### src/rtl/jtframe_sdram64_mux.sv
// jtframe_sdram64_mux: round-robin sharing of one SDRAM bank port with per-client burst buffers and one-entry read caches
module jtframe_sdram64_mux #(
  parameter int AW    = 22,
  parameter int N     = 4,
  parameter int BURST = 4,
  parameter int CACHE = 1
) (
  input  logic                    rst,
  input  logic                    clk,
  input  logic [N-1:0]            c_cs,
  input  logic [N*AW-1:0]         c_addr,
  input  logic [N-1:0]            c_wr,
  input  logic [N*16-1:0]         c_din,
  input  logic [N*2-1:0]          c_din_m,
  output logic [N*16*BURST-1:0]   c_dout,
  output logic [N-1:0]            c_ok,
  output logic [AW-1:0]           ba_addr,
  output logic                    ba_rd,
  output logic                    ba_wr,
  output logic [15:0]             ba_din,
  output logic [1:0]              ba_din_m,
  input  logic                    ba_ack,
  input  logic                    ba_dst,
  input  logic                    ba_dok,
  input  logic                    ba_rdy,
  input  logic [15:0]             ba_dout
);
  localparam int LB = $clog2(BURST);
  localparam int TW = AW - LB;
  localparam int SW = $clog2(N);
  localparam int CW = LB > 0 ? LB : 1;
  typedef enum logic [1:0] {IDLE, REQ, DATA} state_t;
  state_t st_q;
  logic [SW-1:0] ptr_q, sel_q, gsel;
  logic [CW-1:0] cnt_q, widx;
  logic wr_q, gnt, gwr;
  logic [N-1:0] valid_q, ok_q, pend, hit, cand;
  logic [TW-1:0] tag_q [N];
  logic [N*16*BURST-1:0] dout_q;
  logic [AW-1:0] addr_q, gaddr;
  logic [TW-1:0] gtag;
  logic rd_q, bwr_q;
  logic [15:0] din_q;
  logic [1:0] dinm_q;
  assign c_dout   = dout_q;
  assign c_ok     = ok_q;
  assign ba_addr  = addr_q;
  assign ba_rd    = rd_q;
  assign ba_wr    = bwr_q;
  assign ba_din   = din_q;
  assign ba_din_m = dinm_q;
  assign gaddr    = c_addr[gsel*AW +: AW];
  assign gwr      = c_wr[gsel];
  assign gtag     = gaddr[LB +: TW];
  assign widx     = (BURST == 1 || ba_dst) ? '0 : cnt_q;
  // pending/hit detection for every client and round-robin pick starting at the pointer
  always_comb begin
    pend = '0;
    hit  = '0;
    gnt  = 1'b0;
    gsel = '0;
    for (int i = 0; i < N; i++) begin
      pend[i] = c_cs[i] & ~ok_q[i] & ~(st_q != IDLE && sel_q == SW'(i));
      hit[i]  = CACHE != 0 && st_q == IDLE && pend[i] && !c_wr[i] && valid_q[i]
                && c_addr[i*AW+LB +: TW] == tag_q[i];
    end
    cand = st_q == IDLE ? pend & ~hit : '0;
    for (int k = N-1; k >= 0; k--) begin
      if (cand[(int'(ptr_q)+k) % N]) begin
        gnt  = 1'b1;
        gsel = SW'((int'(ptr_q)+k) % N);
      end
    end
  end
  // arbitration FSM: grant, hold the bank request until ack, then collect burst words until rdy
  always_ff @(posedge clk or posedge rst) begin
    if (rst) begin
      st_q    <= IDLE;
      ptr_q   <= '0;
      sel_q   <= '0;
      cnt_q   <= '0;
      wr_q    <= 1'b0;
      valid_q <= '0;
      ok_q    <= '0;
      dout_q  <= '0;
      addr_q  <= '0;
      rd_q    <= 1'b0;
      bwr_q   <= 1'b0;
      din_q   <= '0;
      dinm_q  <= '0;
      for (int j = 0; j < N; j++) tag_q[j] <= '0;
    end else begin
      ok_q <= (ok_q & c_cs) | hit;
      case (st_q)
        IDLE: if (gnt) begin
          sel_q  <= gsel;
          ptr_q  <= int'(gsel) == N-1 ? '0 : gsel + 1'b1;
          wr_q   <= gwr;
          rd_q   <= ~gwr;
          bwr_q  <= gwr;
          addr_q <= gwr ? gaddr : gaddr & ~AW'(BURST-1);
          din_q  <= c_din[gsel*16 +: 16];
          dinm_q <= c_din_m[gsel*2 +: 2];
          cnt_q  <= '0;
          st_q   <= REQ;
          for (int j = 0; j < N; j++) if (gwr && tag_q[j] == gtag) valid_q[j] <= 1'b0;
        end
        REQ: if (ba_ack) begin
          rd_q  <= 1'b0;
          bwr_q <= 1'b0;
          st_q  <= DATA;
        end
        DATA: begin
          if (ba_dok && !wr_q) begin
            dout_q[(int'(sel_q)*BURST + int'(widx))*16 +: 16] <= ba_dout;
            cnt_q <= widx + 1'b1;
          end
          if (ba_rdy) begin
            ok_q[sel_q] <= 1'b1;
            st_q        <= IDLE;
            if (!wr_q) begin
              tag_q[sel_q]   <= addr_q[LB +: TW];
              valid_q[sel_q] <= 1'b1;
            end
          end
        end
        default: st_q <= IDLE;
      endcase
    end
  end
endmodule

### config.mk
export PLATFORM = sky130hd
export DESIGN_NAME = jtframe_sdram64_mux
export DESIGN_NICKNAME = d
export VERILOG_FILES = /design/src/rtl/jtframe_sdram64_mux.sv
export SDC_FILE = /design/constraint.sdc
export NUM_CORES = 1
export LEC_CHECK = 0
export CAP_MARGIN = 0
export CORE_MARGIN = 3
export CORE_UTILIZATION = 50
export DETAILED_ROUTE_END_ITERATION = 10
export HOLD_SLACK_MARGIN = 0.15
export PLACE_DENSITY = 0.83
export SYNTH_ARGS = -nofsm -noshare
export SYNTH_HDL_FRONTEND = slang
export SYNTH_SLANG_ARGS = --single-unit
### constraint.sdc
create_clock -name clk -period 15.5 [get_ports clk]
set_clock_uncertainty 0.1 [all_clocks]
set_input_delay 2.325 -clock clk [delete_from_list [all_inputs] [get_ports clk]]
set_output_delay 2.325 -clock clk [all_outputs]
set_load 0.01 [all_outputs]
==> out/qor.yml <==
setup_path:
  crit_type: "in2reg"
  crit_family: "simple AND/OR/NAND/NOR gates"
  required_ns: 15.82
  r2r_slack_ns: 9.34
  worst_path_max_delay_cell: "buf_4"
  cp_data_arrival_time_ns: 8.17
  critPathMaxStageDelay_ns: 0.80
  cp-end-kind: "flop"
  worstPathMaxFanout: 68
  path_cells: "clkdlybuf4s50_1 -> or4b_1 -> or4_1 -> nor4_2 -> a21oi_2 -> nor3b_1 -> or3_4 -> buf_4 -> inv_1 -> buf_4 -> a32oi_1 -> nor4bb_1 -> a311oi_1 -> nor4_1 -> a32oi_1"
  start_kind: "input pin"
  worst-path-buf-inv: 4
synth:
  yosys.area.top_type_share: 0.5055
  syn_nets: 2340
  synth_edf_count: 0
  avgSynthCellArea_um2: 9.107
  synth-async-reset-ratio: 1.000
  synth_top_area_cell: "dfrtp_1"
  synthCells: 2147
  synth_area_mm2: 0.01955
  yosys-top-cells-count: "nand2_1, dfrtp_1, o21ai_0, clkbuf_1, xnor2_1"
  yosys_warnings: 0
  yosysSeqAreaShare: 0.5055
  ys.flop_type: "dfrtp_1"
  synth.area.top_cells: "dfrtp_1, nand2_1, o21ai_0"
  ys_ff_latch: 395
  synth.most_common_cell: "nand2_1"
  ys_types: 71
global_route:
  globalRouteMet1Util: 0.4573
  grt_pass1_vias: 18064
  grt_overflow_total: 0
  antenna_found_initial: 1
  grt.total_usage: 0.3638
  busiest_layer: "met2"
  grt_max_degree: 171
  grt_use_met2: 0.5889
  grt_pass1_wl_um: 114300
  met3_usage: 0.08268
place:
  post_dp_cell_area_mm2: 0.02473
  gp_congestion: 0.9967
  dp_hpwl_um: 56210
  io_buffers: 491
detailed_routing:
  wire_per_inst_um: 24.64
  first_pass_iters: 6
  routed_wl_um: 76500
  vias_per_cell: 5.849
  drtIter0Drc: 1592
  drtAntennaViolNets: 0
  drcViolationCount: 0
  vias: 18160
timing:
  period_needed_ns: 7.848
  finalCritPeriodShare: 0.5063
  hold_ws_ns: 0.3705
  rsz0062_at_grt: "no"
  setup_tns_ns: 0
  worstMarginPinSlew_ns: 1.235
  drv_slew: 0
  max_freq_ghz: 0.1274
  final-setup-viol-count: 0
  hold_violations: 0
  slew_headroom: 0.1722
layout:
  nFillCells: 2881
  drive_gt1_frac: 0.07639
  multi_input_area_mm2: 0.009084
  final_cell_area_mm2: 0.02618
  nets: 2750
  area_growth_pct: 33.89
  area.sequential_mm2: 0.009884
clock_network:
  clkSlewWorstSetupHoldPaths_ns: 0.06
  tritoncts: "done"
  postCtsHoldBufs: 0
  cts-buffers-inserted: 43
  cts_setup_buffers: 0
  worstSkewPairLatency_ns: 0.59
  cts.sinks: 395
  cts_buffer_depth: 3
  cts_resized: 0
  htree_levels: 2
  cts_root_buf: "clkbuf_16"
floorplanning:
  start_util: 0.5131
  core_area_mm2: 0.03811
  die_x_um: 203.8
  num_rows: 71
  die_h_um: 203.8
  dieArea_mm2: 0.04151
  io_pins: 492
run:
  maxCapViolCount: 0
power:
  leakagePower_nw: 11.08
  pwr_density_cell_mw_per_mm2: 157.2
  vdd_drop_max_mv: 0.2004
status:
  status: "finished clean"
hold_path:
  hp-class: "reg2reg"
## stage by stage
| stage | worst slack (ns) | instances | power (mW) | utilization |
|---|---|---|---|---|
| after floorplan | 2.092 | 2147 | 2.382 | - |
| after global placement | 7.181 | 3023 | 3.023 | 0.6488 |
| after detailed placement | 7.185 | 3023 | 3.048 | 0.6488 |
| after CTS | 7.776 | 3103 | 4.096 | 0.6868 |
| after global routing | 7.268 | 3103 | 4.300 | 0.6868 |
| final | 7.652 | 3105 | 4.114 | 0.6869 |
## flip-flops by register name (all words and copies together), names as in the netlist
name and flops:
c_dout 256, tag_q 80, ba_addr 22, ba_din 16, c_ok 4, valid_q 4, ba_din_m 2, cnt_q 2
ptr_q 2, sel_q 2, st_q 2, ba_rd 1, ba_wr 1, wr_q 1
## final timing paths
kind                                from     endpoint  cells past startpoint
worst min register to register  cnt_q[0]     cnt_q[0]                      2
worst max register to register   st_q[0]   valid_q[1]                     14
worst max-delay path             c_cs[3]   valid_q[1]                     15
min in group asynchronous            rst    tag_q[52]                      2
worst min-delay path            cnt_q[0]     cnt_q[0]                      2
max in group asynchronous            rst  c_dout[136]                      4
## kinds of logic (layout without fill, tap and decap cells)
| logic type | after synthesis | after routing | synth area share |
|---|---|---|---|
| AND/OR/NAND/NOR | 879 | 879 | 0.1874 |
| AO/OA/AOI/OAI | 400 | 400 | 0.1155 |
| XOR/XNOR | 151 | 151 | 0.06764 |
| flip-flops | 395 | 395 | 0.5055 |
| adder cells (fa/ha/maj) | 3 | 3 | 0.001920 |
| buffers and inverters | 158 | 603 | 0.03225 |
| multiplexers | 161 | 161 | 0.08972 |
| other | 0 | 2 | 0 |
## power by group
part           leakage, nW  internal (mW)  switching (mW)
Sequential            5.37           1.19           0.244
Combinational         5.00          0.666           0.965
Clock                0.713          0.600           0.444
## cells in the final DEF, fill, tap and decap left out, types with 23 or more instances in the layout
| master | Yosys | routed |
|---|---|---|
| nand2_1 | 686 | 686 |
| clkdlybuf4s50_1 | 0 | 491 |
| dfrtp_1 | 395 | 395 |
| o21ai_0 | 299 | 299 |
| xnor2_1 | 82 | 82 |
| mux2_2 | 80 | 80 |
| mux2i_1 | 75 | 75 |
| xor2_1 | 69 | 69 |
| nor2_1 | 54 | 54 |
| clkbuf_16 | 0 | 43 |
| a21oi_1 | 26 | 26 |
| nand3_1 | 23 | 23 |
## worst register-to-register path, stage by stage (launching register included)
cell	delay (ns)
dfrtp_1	0.48
or4b_1	0.65
or4_1	0.57
nor4_2	0.23
a21oi_2	0.22
nor3b_1	0.27
or3_4	0.55
buf_4	0.83
inv_1	0.49
buf_4	0.34
a32oi_1	0.27
nor4bb_1	0.32
a311oi_1	0.08
nor4_1	0.42
a32oi_1	0.17
## final cells by class
cell class                      count  share of cell area
Antenna cell                        2           0.0001912
Clock buffer                       61             0.04751
Clock inverter                     19            0.007790
Inverter                           15            0.002438
Multi-Input combinational cell   1594              0.3470
Sequential cell                   395              0.3776
Tap cell                          511             0.02442
Timing Repair Buffer              508              0.1931
## per-layer routing
layer,share of wire,vias up
li1,-,8072
met1,0.38,8789
met2,0.47,1045
met3,0.094,252
met4,0.062,2
met5,0.00010,-
No activity file was read; power rests on OpenSTA's default activity.
